===== src/rtl/tuning_inverse_v2_pkg.sv =====
// Shared widths, FSM encoding and table helpers for the tuning inverse.
// Used by the ROM, the handshake interface and the top.
package tuning_defs;

  localparam int NOTE_W     = 4;
  localparam int TUNE_W     = 15;
  localparam int ROMW       = 22;
  localparam int DIFW       = 17;
  localparam int PHW        = 36;
  localparam int BASE_SHIFT = 13;

  typedef enum logic [2:0] {
    S_IDLE   = 3'd0,
    S_SEARCH = 3'd1,
    S_SUB    = 3'd2,
    S_DIV    = 3'd3,
    S_DONE   = 3'd4
  } state_e;

  function automatic logic [PHW-1:0] base_of(
    input logic [ROMW-1:0] lo
  );
    return {1'b0, lo, {BASE_SHIFT{1'b0}}};
  endfunction

  // Low 17 bits of hi-lo equal hi[16:0]-lo[16:0] modulo 2^17.
  function automatic logic [DIFW-1:0] dif_of(
    input logic [ROMW-1:0] hi,
    input logic [ROMW-1:0] lo
  );
    return DIFW'(hi - lo);
  endfunction

endpackage


===== src/rtl/tuning_inverse_v2_if.sv =====
// start/busy/done handshake and result bundle for the tuning inverse.
interface tuning_inverse_v2_if;
  import tuning_defs::*;

  logic              start;
  logic [PHW-1:0]    phase_in;
  logic              busy;
  logic              done;
  logic [NOTE_W-1:0] note_out;
  logic [TUNE_W-1:0] tuning_out;
  logic              sat;
  logic              under;

  modport master (
    output start, phase_in,
    input  busy, done, note_out,
    input  tuning_out, sat, under
  );

  modport slave (
    input  start, phase_in,
    output busy, done, note_out,
    output tuning_out, sat, under
  );

endinterface


===== src/rtl/tuning_inverse_v2_rom.sv =====
// Tuning table: per note a low/high 22-bit word, high equals the
// next note's low so interpolation spans exactly one table step.
module tuning_ROM
  import tuning_defs::*;
(
  input  logic [NOTE_W-1:0] addr,
  output logic [ROMW-1:0]   out_hi,
  output logic [ROMW-1:0]   out_lo
);

  always_comb begin
    out_lo = '0;
    out_hi = '0;
    case (addr)
      4'd0:  begin out_lo = 22'd786432;  out_hi = 22'd847432;  end
      4'd1:  begin out_lo = 22'd847432;  out_hi = 22'd910432;  end
      4'd2:  begin out_lo = 22'd910432;  out_hi = 22'd975432;  end
      4'd3:  begin out_lo = 22'd975432;  out_hi = 22'd1042432; end
      4'd4:  begin out_lo = 22'd1042432; out_hi = 22'd1111432; end
      4'd5:  begin out_lo = 22'd1111432; out_hi = 22'd1182432; end
      4'd6:  begin out_lo = 22'd1182432; out_hi = 22'd1255432; end
      4'd7:  begin out_lo = 22'd1255432; out_hi = 22'd1330432; end
      4'd8:  begin out_lo = 22'd1330432; out_hi = 22'd1407432; end
      4'd9:  begin out_lo = 22'd1407432; out_hi = 22'd1486432; end
      4'd10: begin out_lo = 22'd1486432; out_hi = 22'd1567432; end
      4'd11: begin out_lo = 22'd1567432; out_hi = 22'd1650432; end
      4'd12: begin out_lo = 22'd1650432; out_hi = 22'd1735432; end
      4'd13: begin out_lo = 22'd1735432; out_hi = 22'd1822432; end
      4'd14: begin out_lo = 22'd1822432; out_hi = 22'd1911432; end
      4'd15: begin out_lo = 22'd1911432; out_hi = 22'd2002432; end
      default: begin out_lo = '0; out_hi = '0; end
    endcase
  end

endmodule


===== src/rtl/tuning_inverse_v2.sv =====
// Phase increment -> (note, tuning): binary search over the tuning
// table, then a 15-step restoring divide of the residual.
module tuning_inverse_v2
  import tuning_defs::*;
(
  input  logic           clk,
  input  logic           reset,
  tuning_inverse_v2_if.slave bus
);

  state_e            state_q, state_d;
  logic [PHW-1:0]    p_q, p_d;
  logic [PHW-1:0]    rem_q, rem_d;
  logic [NOTE_W-1:0] idx_q, idx_d;
  logic [NOTE_W-1:0] note_q, note_d;
  logic [1:0]        b_q, b_d;
  logic [3:0]        k_q, k_d;
  logic [TUNE_W-1:0] quo_q, quo_d;
  logic [TUNE_W-1:0] tune_q, tune_d;
  logic              sat_q, sat_d;
  logic              under_q, under_d;

  logic [NOTE_W-1:0] try_idx;
  logic [NOTE_W-1:0] rom_addr;
  logic [ROMW-1:0]   rom_hi;
  logic [ROMW-1:0]   rom_lo;
  logic [PHW-1:0]    base;
  logic [DIFW-1:0]   dif;
  logic [PHW-1:0]    resid;
  logic [PHW-1:0]    sat_lim;
  logic [PHW-1:0]    shifted;
  logic [PHW-1:0]    trial;

  assign try_idx  = idx_q | (NOTE_W'(1) << b_q);
  assign rom_addr = (state_q == S_SEARCH) ? try_idx : idx_q;

  tuning_ROM u_rom (
    .addr   (rom_addr),
    .out_hi (rom_hi),
    .out_lo (rom_lo)
  );

  assign base    = base_of(rom_lo);
  assign dif     = dif_of(rom_hi, rom_lo);
  assign resid   = p_q - base;
  assign sat_lim = PHW'(dif) << TUNE_W;
  assign shifted = PHW'(dif) << k_q;
  assign trial   = rem_q - shifted;

  always_comb begin
    state_d = state_q;
    p_d     = p_q;
    rem_d   = rem_q;
    idx_d   = idx_q;
    note_d  = note_q;
    b_d     = b_q;
    k_d     = k_q;
    quo_d   = quo_q;
    tune_d  = tune_q;
    sat_d   = sat_q;
    under_d = under_q;
    unique case (state_q)
      S_IDLE: begin
        if (bus.start) begin
          p_d     = bus.phase_in;
          idx_d   = '0;
          b_d     = 2'd3;
          sat_d   = 1'b0;
          under_d = 1'b0;
          state_d = S_SEARCH;
        end
      end
      S_SEARCH: begin
        if (base <= p_q) idx_d = try_idx;
        if (b_q == 2'd0) state_d = S_SUB;
        else             b_d = b_q - 2'd1;
      end
      S_SUB: begin
        // Only idx 0 can sit above P after the search.
        if (base > p_q) begin
          under_d = 1'b1;
          note_d  = '0;
          tune_d  = '0;
          state_d = S_DONE;
        end else if (dif == '0) begin
          note_d  = idx_q;
          tune_d  = '0;
          state_d = S_DONE;
        end else if (resid >= sat_lim) begin
          sat_d   = 1'b1;
          note_d  = idx_q;
          tune_d  = '1;
          state_d = S_DONE;
        end else begin
          rem_d   = resid;
          quo_d   = '0;
          k_d     = 4'd14;
          state_d = S_DIV;
        end
      end
      S_DIV: begin
        if (rem_q >= shifted) begin
          rem_d      = trial;
          quo_d[k_q] = 1'b1;
        end
        if (k_q == 4'd0) begin
          note_d  = idx_q;
          tune_d  = quo_d;
          state_d = S_DONE;
        end else begin
          k_d = k_q - 4'd1;
        end
      end
      S_DONE:  state_d = S_IDLE;
      default: state_d = S_IDLE;
    endcase
  end

  always_ff @(posedge clk or posedge reset) begin
    if (reset) begin
      state_q <= S_IDLE;
      p_q     <= '0;
      rem_q   <= '0;
      idx_q   <= '0;
      note_q  <= '0;
      b_q     <= '0;
      k_q     <= '0;
      quo_q   <= '0;
      tune_q  <= '0;
      sat_q   <= 1'b0;
      under_q <= 1'b0;
    end else begin
      state_q <= state_d;
      p_q     <= p_d;
      rem_q   <= rem_d;
      idx_q   <= idx_d;
      note_q  <= note_d;
      b_q     <= b_d;
      k_q     <= k_d;
      quo_q   <= quo_d;
      tune_q  <= tune_d;
      sat_q   <= sat_d;
      under_q <= under_d;
    end
  end

  assign bus.busy       = (state_q == S_SEARCH) ||
                          (state_q == S_SUB) ||
                          (state_q == S_DIV);
  assign bus.done       = (state_q == S_DONE);
  assign bus.note_out   = note_q;
  assign bus.tuning_out = tune_q;
  assign bus.sat        = sat_q;
  assign bus.under      = under_q;

endmodule

===== src/flat_wrapper.sv =====
// flat-port wrapper written by rule: the top's interface ports become plain ports
module tuning_inverse_v2_flat import tuning_defs::*;
  (clk, reset, bus_start, bus_phase_in, bus_busy, bus_done, bus_note_out, bus_tuning_out, bus_sat, bus_under);
  tuning_inverse_v2_if bus_i ();
  input  logic clk;
  input  logic reset;
  input wire logic [$bits(bus_i.start)-1:0] bus_start;
  input wire logic [$bits(bus_i.phase_in)-1:0] bus_phase_in;
  output wire logic [$bits(bus_i.busy)-1:0] bus_busy;
  output wire logic [$bits(bus_i.done)-1:0] bus_done;
  output wire logic [$bits(bus_i.note_out)-1:0] bus_note_out;
  output wire logic [$bits(bus_i.tuning_out)-1:0] bus_tuning_out;
  output wire logic [$bits(bus_i.sat)-1:0] bus_sat;
  output wire logic [$bits(bus_i.under)-1:0] bus_under;
  assign bus_i.start = bus_start;
  assign bus_i.phase_in = bus_phase_in;
  assign bus_busy = bus_i.busy;
  assign bus_done = bus_i.done;
  assign bus_note_out = bus_i.note_out;
  assign bus_tuning_out = bus_i.tuning_out;
  assign bus_sat = bus_i.sat;
  assign bus_under = bus_i.under;
  tuning_inverse_v2 u_core (.clk(clk), .reset(reset), .bus(bus_i));
endmodule

===== config.mk =====
export PLATFORM = sky130hd
export DESIGN_NAME = tuning_inverse_v2_flat
export DESIGN_NICKNAME = d
export VERILOG_FILES = /design/src/rtl/tuning_inverse_v2_pkg.sv /design/src/rtl/tuning_inverse_v2_if.sv /design/src/rtl/tuning_inverse_v2_rom.sv /design/src/rtl/tuning_inverse_v2.sv /design/src/flat_wrapper.sv
export SDC_FILE = /design/constraint.sdc
export NUM_CORES = 1
export LEC_CHECK = 0
export CORE_UTILIZATION = 30
export DETAILED_ROUTE_END_ITERATION = 10
export GPL_ROUTABILITY_DRIVEN = 1
export RECOVER_POWER = 25
export SLEW_MARGIN = 25
export SYNTH_ARGS = -nofsm -noshare
export SYNTH_HDL_FRONTEND = slang
export SYNTH_HIERARCHICAL = 1
export SYNTH_SLANG_ARGS = --single-unit

===== constraint.sdc =====
create_clock -name clk -period 8.6 [get_ports clk]
set_input_delay 1.72 -clock clk [delete_from_list [all_inputs] [get_ports clk]]
set_output_delay 1.72 -clock clk [all_outputs]
set_load 0.03 [all_outputs]

Word-level counts from Yosys, hierarchy flattened
Memory sizes are Yosys's and may differ from the RTL's.
Cells that the tools add are included.
Word-level totals
  bits in registers: 121
  bits in read-only memories: 544
  input port bits: 39
  logic and storage cells: 112
  memories kept: 1
Cells by class
  add/subtract/negate cells: 5
  order comparisons: 6
  equality and inequality tests: 17
  shifts and indexed selects: 2
  multiplexer cells: 48
  bitwise gates (word level): 2
  reductions and logical operators: 20
Memories
  (no name shown): depth 16, bits a word 34, rd ports 1, clocked after Yosys merged registers in 0, wr ports 0, RTL line tuning_inverse_v2_rom.sv:14  | case (addr)
Operators with widths (count)
  $mux 36: 4
  $mux 15: 8
  $pmux 36 s2: 1
  $pmux 15 s2: 2
  $mux 4: 11
  $ge 36x32->1: 1
  $ge 36x36->1: 1
  $gt 35x36->1: 1
  $le 35x36->1: 1
  $shl 17x4->36: 1
  $sub 36x35->36: 1
  $sub 36x36->36: 1
  $pmux 4 s2: 3
  $mux 3: 6
  $logic_not 17->1: 1
  $sub 17x17->17: 1
  $ne 2x2->1 const B: 8
  $or 15x15->15: 1
  $reduce_and 3->1: 5
  $reduce_and 5->1: 3
  $pmux 3 s4: 1
  $ne 2x1->1 const B: 4
  $eq 3x2->1 const B: 2
  $mux 1: 6
  21 further kinds: 26

Logic depth before layout (Yosys ltp)
Gate-level depths: netlist of the first run.
An unclocked memory read counts as a cell.
  depth in word-level cells: 10
  mapped depth: 36

By module
The synthesis of the first run kept the hierarchy.
By module, submodules not included
  tuning_inverse_v2: instances 1, cells an instance 1292, area an instance 10278.6 µm², seq. area each 3027.9 µm²
  tuning_ROM: instances 1, cells an instance 110, area an instance 693.2 µm², seq. area each 0.0 µm²

Worst setup path before layout of the first run
OpenSTA, ideal clock, no wires.
  kind: reg2reg
  start point: register u_core.state_q[0]
  end point: register u_core.rem_q[13]
  data arrival time: 6.908 ns
  required time: 8.473 ns
  slack: 1.564 ns
  cell stages (with the launch flop): 33
  period minus slack after synthesis: 7.036 ns
  cell sequence: dfrtp_1 clkbuf_1 nor3b_1 nand2_1 nand2b_1 buf_2 inv_1 ha_1 nand2b_1 a21boi_1 a21oi_1 inv_1 ha_1 or3_1 o22a_1 a211o_1 xnor2_1 nor2_1 a21oi_1 mux2i_1 mux2i_1 nand2_1 ha_1 a21o_1 a21o_1 a211o_1 nand2b_1 o31ai_1 a221o_1 o41a_1 a31oi_2 buf_6 mux2_1
Between the ends
  longest elaborated chain between the ends: 8
  elaborated cells between the ends (all ways): 21
Ends and longest elaborated chain
  start: declaration: RTL line tuning_inverse_v2.sv:11  | state_e state_q, state_d;
  start signal: assignment: RTL line tuning_inverse_v2.sv:133  | state_q <= state_d;
  $eq 3x1->1 (*): RTL line tuning_inverse_v2.sv:35  | assign rom_addr = (state_q == S_SEARCH) ? try_idx : idx_q;
  $mux 4 (*): RTL line tuning_inverse_v2.sv:35
  via u_core.rom_addr[0]: RTL line tuning_inverse_v2.sv:24  | logic [NOTE_W-1:0] rom_addr;
  $mem_v2 16x34 (*)
  via u_core.rom_hi[3]: RTL line tuning_inverse_v2.sv:25  | logic [ROMW-1:0] rom_hi;
  $sub 17x17->17 (*): RTL line tuning_inverse_v2_pkg.sv:31  | return DIFW'(hi - lo);
  $shl 17x4->36: RTL line tuning_inverse_v2.sv:47  | assign shifted = PHW'(dif) << k_q;
  $sub 36x36->36 / $ge 36x36->1 (equally long branches): RTL line tuning_inverse_v2.sv:48, tuning_inverse_v2.sv:102
  $mux 36 / $ne 2x1->1 (equally long branches)
  $pmux 36 s2 / $reduce_and 5->1 (equally long branches)
  end signal: assignment: RTL line tuning_inverse_v2.sv:135  | rem_q <= rem_d;
  end: declaration: RTL line tuning_inverse_v2.sv:13  | logic [PHW-1:0] rem_q, rem_d;
The timed path passes the listed nets; every way through them passes the cells marked *. The select of a mux whose other input is x is not followed.
A chain may end at the register's enable or synchronous reset.

Final worst setup path of the first run
  start point: register u_core.state_q[0]
  end point: register u_core.rem_q[18]
Same word-level chain as after synthesis.

==> metrics, run 1 <==
status=complete, but fails checks; failing checks=capacitance limit, slew limit; RSZ-0062 raised after global routing=no; Num CTS Buffers=17; total area of sequential cells=0.00303 mm^2; R2R Path Start=u_core/state_q[0]$_DFFE_PP0P_; root buffer cell=clkbuf_16; Synth warnings=6; H-Tree Depth=4; later-pin clock latency in the skew report=440 ps; postcts setup bufs=0; post-synthesis instance area=0.0109 mm^2; HP Class=reg2reg; port bufs=61; Clock Path Buffers=2; Cells after Synth=1392; Multi-input gate area=0.00730 mm^2; Slowest-stage cell, CP=o41a_2; reg2reg end=u_core/rem_q[18]$_DFFE_PP0P_; drt drc=0; drt pass-1 iters=6; biggest cell delay along the critical path=580 ps; routed len/inst=16.3 um; max-capacitance violation count=3; FF-to-FF path depth=31; crit path DAT=8190 ps; NumNets Final=1571; Die H=193 um; number of global-route vias before repair=9559; DR iter-0 viols=744; placed wire-length estimate=24.1 mm; final setup violation count=0; Final Hold Fails=0; crit path capture type=flip-flop; clock skew after layout=12.7 ps; Tcrit/Tclk final=0.916; gpl congestion=0.955; core area=0.0357 mm^2; fin crit period=7880 ps; Mapped Avg Cell Area=7.84 um^2; Tightest Pin Transition=2470 ps; critical path required time=8910 ps; antenna cells=0; CP Class=reg2reg; Reg clk slew, reported paths=60 ps; drt total wl=31.0 mm; Worst Setup SP=u_core/state_q[0]$_DFFE_PP0P_; Starting Density=0.306; worst-path fanout max=23; largest net degree at the start of global routing=48; Relative slew margins=-0.648; setup TNS=0 ps; Worst setup SP type=flip-flop; antenna violation net count after detailed routing=0; share of cells above drive strength 1=0.0646; r2r setup slk=720 ps; first-pass GRT wire length=50.2 mm; area delta synth->final=14.9%; TritonCTS clock tree=done; Horiz. Die Dim=193 um; GRT Util Overall=0.172; grt ovf=0; fin cells=1901; f_max=0.127 GHz; clk sink count=121; filler cell count=3733; I/O pin count=62; total number of vias=9973; row cnt=69; crit path capture=u_core/rem_q[18]$_DFFE_PP0P_; drt via density=5.25; Slew Limit Fails=126; Placed Instances=1869; initial antenna violation count=0; die area=0.0371 mm^2
-- worst min-delay path by stage --
stage	from	endpoint	slack [ps]	cells past startpoint
floorplan	u_core/quo_q[11]$_DFFE_PP0P_	u_core/quo_q[11]$_DFFE_PP0P_	450	2
CTS	u_core/quo_q[9]$_DFFE_PP0P_	u_core/quo_q[9]$_DFFE_PP0P_	480	2
global route	u_core/quo_q[2]$_DFFE_PP0P_	u_core/quo_q[2]$_DFFE_PP0P_	500	2
detailed placement	u_core/quo_q[9]$_DFFE_PP0P_	u_core/quo_q[9]$_DFFE_PP0P_	460	2
finish	u_core/quo_q[7]$_DFFE_PP0P_	u_core/quo_q[7]$_DFFE_PP0P_	480	2
global placement	u_core/quo_q[14]$_DFFE_PP0P_	u_core/quo_q[14]$_DFFE_PP0P_	460	2
-- worst max-delay path: cells and delay by family (launching register included) --
family | cells | cell delay, ps
compound gates | 12 | 2910
simple gates | 8 | 1280
fa+ha+maj | 3 | 1150
buf+inv | 4 | 860
mux | 3 | 780
flops | 1 | 470
xor+xnor | 1 | 300
-- metrics by stage --
stage	worst slack, ps	area [um^2]	utilization	hold WS [ps]
6_report	719	12500	0.352	478
5_1_grt	135	12500	0.352	496
4_1_cts	678	12500	0.351	480
3_5_place_dp	708	11900	0.334	464
3_3_place_gp	911	11900	0.334	459
2_1_floorplan	1610	10900	-	447
-- registers in the layout, summed over array words and instances (netlist names) --
register,count
u_core/idx_q,4
u_core/k_q,4
u_core/bus.sat,1
u_core/b_q,2
u_core/state_q,3
u_core/quo_q,15
u_core/bus.under,1
u_core/bus.note_out,4
u_core/p_q,36
u_core/rem_q,36
u_core/bus.tuning_out,15
-- layer usage --
metal | wire (um) | track usage
met2 | 15100 | 0.292
met3 | 1020 | 0.0231
met5 | 0 | 0
met1 | 14300 | 0.224
met4 | 613 | 0.0572
-- timing repair --
action / CTS / global route
setup endpoints to repair: 0 / 24
hold buffers: 0 / 0
gates resized for setup: 0 / 4
-- layout by cell type (no fill, tap or decap), types with 17 or more instances in the layout --
| cell type | n |
|---|---|
| nand2_1 | 256 |
| dfrtp_1 | 121 |
| a21oi_1 | 113 |
| nor2_1 | 104 |
| ha_1 | 102 |
| o21ai_0 | 88 |
| inv_1 | 67 |
| clkdlybuf4s50_1 | 60 |
| mux2i_1 | 37 |
| xnor2_1 | 36 |
| nand3_1 | 33 |
| a21o_1 | 28 |
| nand2b_1 | 23 |
| xor2_1 | 21 |
| nor2b_1 | 20 |
| nor3_1 | 19 |
| buf_4 | 18 |
| clkbuf_16 | 17 |
| o21ai_1 | 17 |
| a41oi_1 | 17 |
-- cell type report --
class                   count  area share
repair buffers             81      0.0601
inverters                  71      0.0214
multi-input cells        1135       0.583
well taps                 461      0.0460
clock buffers              18      0.0350
clock inverters            14      0.0132
flip-flops and latches    121       0.242
Power of run 1 is not shown: default switching activity piles up to over one toggle a cycle in this logic, so the estimate is an artifact.
==> run 2, diff against run 1 <==
Settings changed: ABC_CLOCK_PERIOD_IN_PS set to 8600.
==> results of run 2 <==
The final DEF is identical to that of run 1; final timing and power are the same.
Power of run 2 is left out for the same reason.
==> run 3, diff against run 2 <==
Settings changed: SKIP_LAST_GASP set to 1.
==> results of run 3 <==
The final DEF is identical to that of run 1; final timing and power are the same.
Power of run 3 is left out for the same reason.
==> RTL change 1 (config.mk and constraints of run 1) <==
Take the reset off `p_q` and load it in a clocked block of its own.
--- a/src/rtl/tuning_inverse_v2.sv
+++ b/src/rtl/tuning_inverse_v2.sv
@@ -119,7 +119,6 @@
   always_ff @(posedge clk or posedge reset) begin
     if (reset) begin
       state_q <= S_IDLE;
-      p_q     <= '0;
       rem_q   <= '0;
       idx_q   <= '0;
       note_q  <= '0;
@@ -131,7 +130,6 @@
       under_q <= 1'b0;
     end else begin
       state_q <= state_d;
-      p_q     <= p_d;
       rem_q   <= rem_d;
       idx_q   <= idx_d;
       note_q  <= note_d;
@@ -144,6 +142,10 @@
     end
   end
 
+  always_ff @(posedge clk) begin
+    p_q <= p_d;
+  end
+
   assign bus.busy       = (state_q == S_SEARCH) ||
                           (state_q == S_SUB) ||
                           (state_q == S_DIV);
Function: no difference found for any inputs over 4 cycles, from zero or initial values and one cycle with reset high; that may be too few to reach the edited logic, so the function may still have changed.
==> RTL change 1 against run 1 <==
Setup slack got worse by 0.074 ns. Critical path depth up 1. Wire length shrank 1.3%. Largest cell class unchanged. Final area is 0.50% higher. Synthesized area grew 1.1%. Sequential cell count unchanged. Critical path type unchanged. Maximum frequency is 0.93% lower. Die area increased by 1.1%. Clock skew is essentially flat.
Power is not shown: default switching activity piles up to over one toggle a cycle in this logic, so the estimate is an artifact.
==> RTL change 1: results <==
set metrics [dict create \
    outcome "complete, no violations" \
    hpwlAfterDp_um 23670 \
    root_buffer "clkbuf_16" \
    wl_um 30620 \
    worst_pin_slew_ns 1.077 \
    fin_worst_skew_ns 0.01231 \
    cp_slowest_stage_delay_ns 0.50 \
    clockBufferDepth 2 \
    finalSetupViolations 0 \
    reg2reg_depth 32 \
    nets 1482 \
    place_congestion 0.9004 \
    holdPathStages 2 \
    dp_cells 1779 \
    viasPerCell 5.317 \
    first_pass_iters 5 \
    cts_sinks 121 \
    grt_pass1_wl_um 50200 \
    ys_warn_count 6 \
    grt_util_all_layers_pct 16.63 \
    vias 9635 \
    drtIter0Drc 625 \
    grt_pass1_vias 9421 \
    cp_max_fo 12 \
    n_fill_cell 3669 \
    synth.avg_cell_area_um2 8.423 \
    drive_above_1_share_pct 8.438 \
    arrival_ns 8.30 \
    crit_slowest_cell "dfrtp_1" \
    grt_max_degree 87 \
]
## RTL change 1: worst max-delay path, delay by kind of cell (launching register included)
family / cells / cell delay [ns]
compound gates: 13 / 2.96
xor+xnor: 1 / 0.45
fa+ha+maj: 3 / 1.31
buf+inv: 5 / 0.85
flops: 1 / 0.50
simple gates: 10 / 1.76
## RTL change 1: repair_timing
action,in CTS,in global routing
endpoints found under the hold margin,0,0
resized for setup,0,4
setup endpoints to repair,0,38
## RTL change 1: final timing paths
check	slack, ns	end	start
setup / recovery	0.65	u_core/bus.tuning_out[13]	u_core/state_q[0]
hold / removal	0.48	u_core/bus.tuning_out[12]	u_core/bus.tuning_out[12]
setup reg to reg	0.65	u_core/bus.tuning_out[13]	u_core/state_q[0]
hold reg to reg	0.48	u_core/bus.tuning_out[12]	u_core/bus.tuning_out[12]
max in group asynchronous	5.22	u_core/b_q[0]	reset
min in group asynchronous	1.83	u_core/rem_q[6]	reset
## RTL change 1: stage by stage
step                cell area [um2]  setup WS (ns)
global route                  12600       0.003150
floorplan                     11060         0.9108
global placement              12000         0.9327
finish                        12600         0.6452
CTS                           12560         0.6483
detailed placement            12000         0.6999
## RTL change 1: final cells by class
type | count | share of cell area (%)
Clock inverter | 13 | 0.8344
Sequential cell | 121 | 25.47
Clock buffer | 19 | 3.606
Multi-Input combinational cell | 1048 | 57.33
Timing Repair Buffer | 76 | 5.970
Tap cell | 461 | 4.579
Inverter | 74 | 2.215
## RTL change 1: metal layers
layer | vias up | wire (um) | GRT usage [%]
met2 | 208 | 14180 | 27.53
met1 | 4603 | 14610 | 22.05
met5 | - | 0 | 0
met3 | 32 | 1240 | 2.557
met4 | 0 | 590 | 5.481
li1 | 4792 | - | -
==> RTL change 2 (flow settings as in run 1) <==
Without the edit above. Change the package constant `NOTE_W` from 4 to 6.
--- a/src/rtl/tuning_inverse_v2_pkg.sv
+++ b/src/rtl/tuning_inverse_v2_pkg.sv
@@ -2,7 +2,7 @@
 // Used by the ROM, the handshake interface and the top.
 package tuning_defs;
 
-  localparam int NOTE_W     = 4;
+  localparam int NOTE_W     = 6;
   localparam int TUNE_W     = 15;
   localparam int ROMW       = 22;
   localparam int DIFW       = 17;
Ports: changed (resized bus_note_out); port bits go from 62 to 64. The function was not compared with the original's and may differ.
==> RTL change 2 against run 1 <==
The run still ends with max-capacitance violations, max-slew violations left. Sequential share of layout area shrank 0.65 points. Synthesized area grew 3.7%. Count of clock-buffer cells in the layout grew 3. Setup slack gained 0.10 ns. First-iteration DRC count grew 7.7%. Worst hold slack gained 0.0028 ns. Final area grew 3.6%. Sequential cell count grew 1. Utilization grew 0.075 points. Critical path depth shrank 1. Wire length grew 7.3%.
Power is left out: the tool's default activity adds up to more than one toggle a clock period on the data nets, which glitch-free logic cannot reach.
==> RTL change 2: results <==
set metrics [dict create \
    n_fill_cell 3855 \
    hpwlAfterDp_um 25780 \
    htreeDepth 4 \
    arrival_ns 8.13 \
    outcome "finished with violations" \
    crit_slowest_cell "a2111oi_2" \
    grt_pass1_vias 10180 \
    viasPerCell 5.262 \
    place_congestion 0.9165 \
    nets 1593 \
    maxCapViolations 1 \
    first_pass_iters 5 \
    top_regs "u_core/p_q x36, u_core/rem_q x36" \
    io_buffers 63 \
    diodes 0 \
    grt_pass1_wl_um 54900 \
    clock_latency_ns 0.44 \
    wire_per_inst_um 16.94 \
    worst_pin_slew_ns 2.684 \
    slew_viol_final 55 \
    fin_worst_skew_ns 0.01049 \
    cp_max_fo 28 \
    drive_above_1_share_pct 7.529 \
    rrSetupSlack_ns 0.82 \
    antenna_found_initial 1 \
    cp_slowest_stage_delay_ns 0.50 \
    violations "max-capacitance violations, max-slew violations" \
    postCtsResizedCells 0 \
    hold_path_class "reg2reg" \
    grt_max_degree 70 \
    clockBufferDepth 2 \
    cts_buffers 17 \
    grt_util_all_layers_pct 17.88 \
    root_buffer "clkbuf_16" \
    ys_warn_count 6 \
    clk_pin_slew_ns 0.06 \
    drtIter0Drc 801 \
    postCtsSetupBuffers 0 \
]
RTL change 2: area by class of cell:
| cell class | count | area, um2 | area share [%] |
|---|---|---|---|
| inverters | 63 | 240.2 | 1.850 |
| clock inverters | 10 | 118.9 | 0.9151 |
| multi-input cells | 1161 | 7695 | 59.24 |
| flip-flops and latches | 122 | 3053 | 23.50 |
| repair buffers | 84 | 780.7 | 6.011 |
| well taps | 504 | 630.6 | 4.855 |
| clock buffers | 21 | 470.5 | 3.622 |
RTL change 2: per-stage QoR:
stage	area (um2)	util, %	cells	hold slack [ns]	worst slack (ns)
final	12990	35.23	1965	0.4804	0.8191
after global routing	12990	35.23	1965	0.4819	0.06758
after CTS	13000	35.26	1965	0.4798	0.7585
after detailed placement	12410	33.66	1934	0.4652	0.8125
after global placement	12410	33.66	1934	0.4574	0.9904
after floorplan	11360	-	1420	0.4493	1.519
RTL change 2: worst paths after layout:
check,from,to,depth (start not counted)
hold / removal,u_core/quo_q[13],u_core/quo_q[13],1
setup reg to reg,u_core/state_q[2],u_core/rem_q[13],30
max in group asynchronous,reset,u_core/p_q[25],3
hold reg to reg,u_core/quo_q[13],u_core/quo_q[13],1
min in group asynchronous,reset,u_core/p_q[7],2
setup / recovery,u_core/state_q[2],u_core/rem_q[13],30
RTL change 2: per-layer routing:
layer	GRT usage (%)	wire, um	vias up
met5	0	0	-
met4	5.642	649	0
met3	2.355	1389	36
met2	28.92	15000	248
met1	24.58	16250	4945
li1	-	-	5111
RTL change 2: critical path: cells and delay by family, from the launching register on:
kind | cells | cell delay [ns]
XOR/XNOR | 1 | 0.26
adder cells (fa/ha/maj) | 2 | 0.75
AND/OR/NAND/NOR | 5 | 1.32
AO/OA/AOI/OAI | 16 | 3.62
buffers and inverters | 4 | 0.95
flip-flops | 1 | 0.45
multiplexers | 2 | 0.32
